<file path="src/rtl/box_draw_arbiter.sv">
// Round-robin arbiter that hands boxes from several producers to one box drawer.
// Optional build macro: BOX_ARB_PRIORITY_EN (requester 0 takes precedence when unlocked).
module box_draw_arbiter #(
   parameter int NUM_REQ = 3
) (
   input  logic                   clock,
   input  logic                   reset,
   input  logic [NUM_REQ-1:0]     s_valid,
   input  logic [NUM_REQ-1:0]     s_last,
   input  logic [9*NUM_REQ-1:0]   s_box_x,
   input  logic [9*NUM_REQ-1:0]   s_box_y,
   input  logic [9*NUM_REQ-1:0]   s_box_w,
   input  logic [9*NUM_REQ-1:0]   s_box_h,
   input  logic [3*NUM_REQ-1:0]   s_box_color,
   output logic [NUM_REQ-1:0]     s_ready,
   output logic                   m_valid,
   input  logic                   m_ready,
   output logic [8:0]             out_box_x,
   output logic [8:0]             out_box_y,
   output logic [8:0]             out_box_w,
   output logic [8:0]             out_box_h,
   output logic [2:0]             out_box_color,
   output logic                   locked
);

   // state  | meaning
   // S_IDLE | no box held; every cycle is an arbitration slot
   // S_BUSY | box held on out_box_*; a slot opens when the drawer takes it
   localparam logic [0:0] S_IDLE = 1'b0;
   localparam logic [0:0] S_BUSY = 1'b1;

   localparam int IDX_W = (NUM_REQ > 1) ? $clog2(NUM_REQ) : 1;
   localparam logic [IDX_W-1:0] LAST_IDX = IDX_W'(NUM_REQ - 1);
   localparam logic [NUM_REQ-1:0] ONE_HOT0 = NUM_REQ'(1);

   logic [0:0]        state;
   logic [IDX_W-1:0]  last_grant;
   logic [IDX_W-1:0]  lock_owner;
   logic              locked_q;

   logic              slot;
   logic              rr_found;
   logic [IDX_W-1:0]  rr_idx;
   logic              unl_found;
   logic [IDX_W-1:0]  unl_idx;
   logic              win_found;
   logic [IDX_W-1:0]  win_idx;
   logic              grant;

   assign slot = (state == S_IDLE) || m_ready;

   // Search starts just past the previous winner so every requester gets a turn.
   always_comb begin
      int unsigned       cand;
      logic [IDX_W-1:0]  cand_idx;
      rr_found = 1'b0;
      rr_idx   = '0;
      cand     = 0;
      cand_idx = '0;
      for (int k = 0; k < NUM_REQ; k++) begin
         cand     = (int'(last_grant) + 1 + k) % NUM_REQ;
         cand_idx = IDX_W'(cand);
         if (!rr_found && s_valid[cand_idx]) begin
            rr_found = 1'b1;
            rr_idx   = cand_idx;
         end
      end
   end

`ifdef BOX_ARB_PRIORITY_EN
   // With bit 0 clear, the round-robin search already skips requester 0.
   assign unl_found = s_valid[0] | rr_found;
   assign unl_idx   = s_valid[0] ? '0 : rr_idx;
`else
   assign unl_found = rr_found;
   assign unl_idx   = rr_idx;
`endif

   always_comb begin
      win_found = unl_found;
      win_idx   = unl_idx;
      if (locked_q) begin
         win_found = s_valid[lock_owner];
         win_idx   = lock_owner;
      end
   end

   assign grant   = slot && win_found;
   assign s_ready = grant ? (ONE_HOT0 << win_idx) : '0;

   always_ff @(posedge clock or posedge reset) begin
      if (reset) begin
         state      <= S_IDLE;
         last_grant <= LAST_IDX;
         lock_owner <= '0;
         locked_q   <= 1'b0;
      end else if (slot) begin
         if (grant) begin
            state      <= S_BUSY;
            last_grant <= win_idx;
            if (s_last[win_idx]) begin
               locked_q <= 1'b0;
            end else begin
               locked_q   <= 1'b1;
               lock_owner <= win_idx;
            end
         end else begin
            state <= S_IDLE;
         end
      end
   end

   always_ff @(posedge clock or posedge reset) begin
      if (reset) begin
         out_box_x     <= 9'd0;
         out_box_y     <= 9'd0;
         out_box_w     <= 9'd1;
         out_box_h     <= 9'd1;
         out_box_color <= 3'd0;
      end else if (grant) begin
         out_box_x     <= s_box_x[9*win_idx +: 9];
         out_box_y     <= s_box_y[9*win_idx +: 9];
         out_box_w     <= s_box_w[9*win_idx +: 9];
         out_box_h     <= s_box_h[9*win_idx +: 9];
         out_box_color <= s_box_color[3*win_idx +: 3];
      end
   end

   assign m_valid = (state == S_BUSY);
   assign locked  = locked_q;

endmodule

</file>
<file path="config.mk">
export PLATFORM = sky130hd
export DESIGN_NAME = box_draw_arbiter
export DESIGN_NICKNAME = d
export VERILOG_FILES = /design/src/rtl/box_draw_arbiter.sv
export SDC_FILE = /design/constraint.sdc
export NUM_CORES = 1
export LEC_CHECK = 0
export ABC_AREA = 1
export BUFFER_PORTS_ARGS = -buffer_cell sky130_fd_sc_hd__buf_2
export CAP_MARGIN = 20
export CORE_UTILIZATION = 44
export CTS_CLUSTER_SIZE = 12
export DETAILED_ROUTE_END_ITERATION = 12
export PLACE_DENSITY = 0.88
export SLEW_MARGIN = 0
export SYNTH_ARGS = -nofsm -noshare
export SYNTH_HDL_FRONTEND = slang
export SYNTH_SLANG_ARGS = --single-unit
</file>
<file path="constraint.sdc">
create_clock -name clock -period 3 [get_ports clock]
set_input_delay 0.15 -clock clock [delete_from_list [all_inputs] [get_ports clock]]
set_output_delay 0.15 -clock clock [all_outputs]
set_load 0.005 [all_outputs]
</file>
-- Word-level counts from Yosys, hierarchy flattened
Index checks and enable logic that the tools add are counted.
- bits in registers: 45
- bits of input ports: 126
- output and inout bits: 44
- logic and storage cells: 59
- $add $sub $neg: 3
- multiply operators: 2
- div/mod/pow operators: 3
- order comparisons: 5
- shift-type cells: 6
- multiplexer cells: 21
- bitwise gates (word level): 2
- reduce and logical (&&, ||, !) cells: 8
- operator list (operator ; count):
    $shiftx 27x7->9 ; 4
    $mod 32x3->32 const B ; 3
    $add 32x2->32 const B ; 1
    $lt 2x3->1 const B ; 5
    $mux 1 ; 11
    $bmux 1 s2 ; 5
    $shiftx 9x5->3 ; 1
    $mux 2 ; 4
    $mul 4x2->6 const A ; 1
    $add 3x2->4 const B ; 1
    $mul 2x2->4 const A ; 1
    $add 2x1->3 const B ; 1
    $logic_and 1x1->1 ; 3
    $mux 3 ; 1
    $reduce_and 3->1 ; 1
    $shl 1x2->3 const A ; 1
    $logic_not 1->1 ; 2
    $not 1->1 ; 2
    $reduce_and 2->1 ; 1
    $logic_or 1x1->1 ; 1

-- Depth between registers and ports, before layout
- word-level depth: 16
- gate-level depth with buffers: 18
- gate-level depth less buffers: 17

-- Worst setup path after synthesis
No wires, ideal clock.
- path type: register to register
- start point: reg last_grant[1]
- end point: reg out_box_color[0]
- setup time: 0.117 ns
- arrival time: 2.026 ns
- required time: 2.883 ns
- slack: 0.858 ns
- stages on the path, launching flop included: 17
- buffers on the path: 3
- period minus slack after synthesis: 2.142 ns
- cells stage by stage: dfstp_2 > ha_1 > buf_6 > nand2_1 > nand3_2 > nand2_2 > nand3_1 > nand3_2 > nand3_2 > nand2_4 > nor2_4 > buf_6 > buf_6 > nand2_1 > nand3_1 > nand2_1 > nand2_1
- word-level cells in the longest chain between the ends: 14
- elaborated cells on any way between the ends: 27
- those cells by class: add/sub: 3; mul: 1; div: 3; shift: 1; mux: 14; reduce/logical: 5
- RTL lines (what ; line ; RTL):
    start: declaration ; 37 ; logic [IDX_W-1:0] last_grant;
    start signal: assignment ; 100 ; last_grant <= win_idx;
    $add 2x1->3 * ; 61 ; cand = (int'(last_grant) + 1 + k) % NUM_REQ;
    branches (longest 13 deep; another with $add 32x2->32) ; - ;
    end signal: assignment ; 125 ; out_box_color <= s_box_color[3*win_idx +: 3];
    end: declaration ; 22 ; output logic [2:0] out_box_color,
Every way passes the cells marked *. The select of a mux whose other input is x is not followed.
A chain may end at the register's enable or synchronous reset.

-- Worst setup path after layout
- start point: reg last_grant[1]
- end point: out s_ready[1]
- word-level cells in the longest chain between the ends: 14
- elaborated cells on any way between the ends: 27
- those cells by class: add/sub: 3; div: 3; shift: 1; mux: 15; reduce/logical: 5
- RTL lines (what ; line ; RTL):
    $add 2x1->3 * ; 61 ;
    branches (longest 12 deep; another with $add 32x2->32) ; - ;
    $mux 3 * ; 89 ; assign s_ready = grant ? (ONE_HOT0 << win_idx) : '0;
    end: declaration ; 15 ; output logic [NUM_REQ-1:0] s_ready,
Marks and branches as above.

==> impl_results.md <==
- Gate Count Post-Synth: 440
- MaxCap Viol Count: 0
- H-tree Lvls: 2
- # DRC: 0
- Worst Hold Class: in -> async
- CP dominant cell by count: inv_1
- Clock transition at the registers of the reported paths: 0.09 ns
- Critical path peak fanout: 20
- Max-slew violation count: 0
- Worst setup SP type: flip-flop
- Netlist Area Pre-Place: 2880 sq um
- Fin util: 61.6%
- Layout cell share with drive strength beyond 1: 34.1%
- Hpwl dp: 6310 microns
- Post-synthesis sequential area ratio: 39.3%
- Initial Utilization: 45.6%
- Synth Register Bits: 45
- Core ar.: 6310 sq um
- Final WL: 8380 microns
- Post-synthesis mux area share: 0%
- First-pass GRT wire length: 14,200 microns
- Worst Max-Slew Pin Slew: 0.944 ns
- Netlist cell types: 26
- Outcome: complete, no violations
- Leak: 2.34 nW
- Synth Area in Compound Gates: 2.04%
- Post-Synth Adder-Cell Area: 1.74%
- Slowest-stage cell, CP: dfstp_2
- Worst-Skew Late Latency: 0.30 ns
- Post-route insts no fill: 684
- Die Ht: 82.9 microns
- Net Count, Synth: 570
- Setup_tns: 0 ns
- Yosys warns: 0
- Worst hold margin: 0.0578 ns
- Clock Tree Root: clkbuf_8
- GPL Wtd Cong: 0.872
- Drt initial violations: 106
- Max clock buf depth: 2
- Port Buffers: 169
- CTS tree: yes
- Fin nets: 736
- Worst slew margin: 37.0%
- CTS Hold Buffers Added: 0
- Crit-path cells: inv_1 > ha_1 > inv_1 > nand3_2 > nand2_2 > nand4_1 > o21ai_2 > nor2_4 > inv_2 > nor2_1 > buf_2
- Congestion Overflow GR: 0
- Xor-xnor portion of the synthesized cell area: 0%
- Buf/Inv on CP: 4
- Die area: 6860 sq um
- Largest family of logic cells by synthesized area: simple AND/OR/NAND/NOR gates
- Number of global-route vias before repair: 3,374
- Final setup violation count: 0
- Max frequency: 360 MHz
- Antenna violations before repair: 0
- Crit-path max cell delay: 0.56 ns
- Die width: 82.9 microns
- Largest net degree at the start of global routing: 46
- Vias per cell: 5.06
- # rows: 29
- Drt pass-1 iters: 4
- Worst path top cell family by delay: buffers and inverters
- Final min period: 2.77 ns
- VDD IR max: 593 uV
- Area Overhead vs Synth: 35.1%
- Via count: 3,461
- CP arrival: 2.62 ns
- Endpoints failing hold: 0
- GRT Total Usage: 24.7%
- Avg Cell Area, Syn: 6.54 sq um
- Final period util: 92.5%
- Synth Area in Simple Gates: 50.2%
- # diodes: 0
- Critical path type: reg -> out
- Wire per inst: 12.2 microns
- PD cells: 1220 nW/um^2
- Worst Setup End Kind: primary output
- Clock Skews: 0.0156 ns
- Placed cell count: 672
- Sink Count: 45
- IO Count: 170
- Placed Area: 3740 sq um
- Antenna viol nets, final: 0
- Req. time, crit path: 2.85 ns
- Fin area: 3890 sq um
- Total CTS buffers: 5
-- worst paths after layout --
check                               end  slack, ns           from  cells past startpoint
min reg2reg                out_box_h[0]       0.47   out_box_h[0]                      2
max in group asynchronous  out_box_x[8]       2.35          reset                      2
min in group clock         out_box_h[5]       0.08     s_box_h[5]                      3
max reg2reg                out_box_y[7]       0.35  last_grant[1]                     15
max                          s_ready[1]       0.23  last_grant[1]                     11
min                        out_box_y[7]       0.06          reset                      2
-- per-layer routing --
layer | part of all wire [%] | track usage [%]
met1 | 39 | 26.7
met2 | 52 | 46.1
met3 | 6.3 | 5.57
met4 | 3.1 | 10.3
met5 | 0 | 0
-- cell usage in the layout (no fill, tap or decap), types with 2 or more instances in the layout --
cell type and count:
nand4_1 4, nand3_2 3, nand2_4 3, ha_1 3
nand3_1 49, dfrtp_1 42, nor2_4 4, o21ai_0 3
inv_1 13, o211ai_1 2, inv_2 4, buf_2 169
nand2_2 3, dfstp_2 3, o21ai_1 2, clkbuf_8 5
nand2_1 272, nor2_1 5, buf_4 6
-- worst reg2reg max path, stage by stage (launching register included) --
cell,delay (ns)
dfstp_2,0.56
inv_1,0.06
ha_1,0.20
inv_1,0.17
nand2_1,0.07
nand3_1,0.09
nand2_1,0.10
nand4_1,0.09
nand3_1,0.11
nand2_4,0.17
inv_2,0.09
nor2_4,0.51
nand2_1,0.12
nand3_1,0.12
nand2_1,0.06
nand2_1,0.07
-- power breakdown --
part / switching [mW] / internal, mW / leakage, nW / total [mW]
Sequential: 0.168 / 0.926 / 0.556 / 1.09
Combinational: 2.04 / 1.15 / 1.73 / 3.19
Clock: 0.203 / 0.247 / 0.0552 / 0.450
Total: 2.41 / 2.32 / 2.34 / 4.73
-- sequential cells by signal, indices dropped and copies added, names as in the netlist --
signal         count
out_box_h          9
out_box_w          9
out_box_x          9
out_box_y          9
out_box_color      3
last_grant         2
lock_owner         2
locked             1
m_valid            1
-- cell families after synthesis --
logic type                 Yosys count
buffers and inverters               36
and+or+nand+nor                    345
DFF                                 45
AOI/OAI and AO/OA                   10
adders and majority gates            4
-- Yosys cell counts --
cell	instances	area share (%)
o21a_1	1	0.26
nand3_2	3	1.0
nand4_1	4	0.87
buf_6	4	1.6
inv_2	3	0.39
nor2_1	5	0.65
buf_2	5	0.87
dfrtp_1	42	37
nand2_1	272	35
buf_4	5	1.3
clkbuf_1	4	0.52
nor2_2	1	0.22
dfstp_2	3	2.7
inv_1	14	1.8
nand2_2	3	0.65
nand3_1	49	8.5
nand3b_1	1	0.26
nand2_4	3	1.2
o21ai_1	3	0.52
ha_1	4	1.7
o21ai_0	3	0.52
o211ai_1	2	0.52
nor2_4	3	1.2
inv_4	1	0.22
a31oi_1	1	0.22
nor3_1	1	0.17
-- timing repair --
action | 4_1_cts | 5_1_grt
setup endpoints to repair | 0 | 3
hold endpoints to repair | 0 | 0
gates resized for setup | 0 | 3
buffers inserted | 0 | 3
-- area by class of cell --
cell class | instances | area (sq um)
clock buffer | 6 | 72.6
clock inverter | 2 | 35.0
timing repair buffer | 176 | 911
sequential | 45 | 1130
tap | 77 | 96.3
inverter | 18 | 70.1
multi-input combinational | 360 | 1570
fill | 608 | 2430
-- through the flow --
step           power (mW)  setup slack (ns)
2_1_floorplan        3.43             0.858
3_3_place_gp         4.08             0.482
3_5_place_dp         4.22             0.335
4_1_cts              4.68            0.0972
5_1_grt              5.26          -0.00273
6_report             4.73             0.226
No activity file was read; power rests on OpenSTA's default activity.
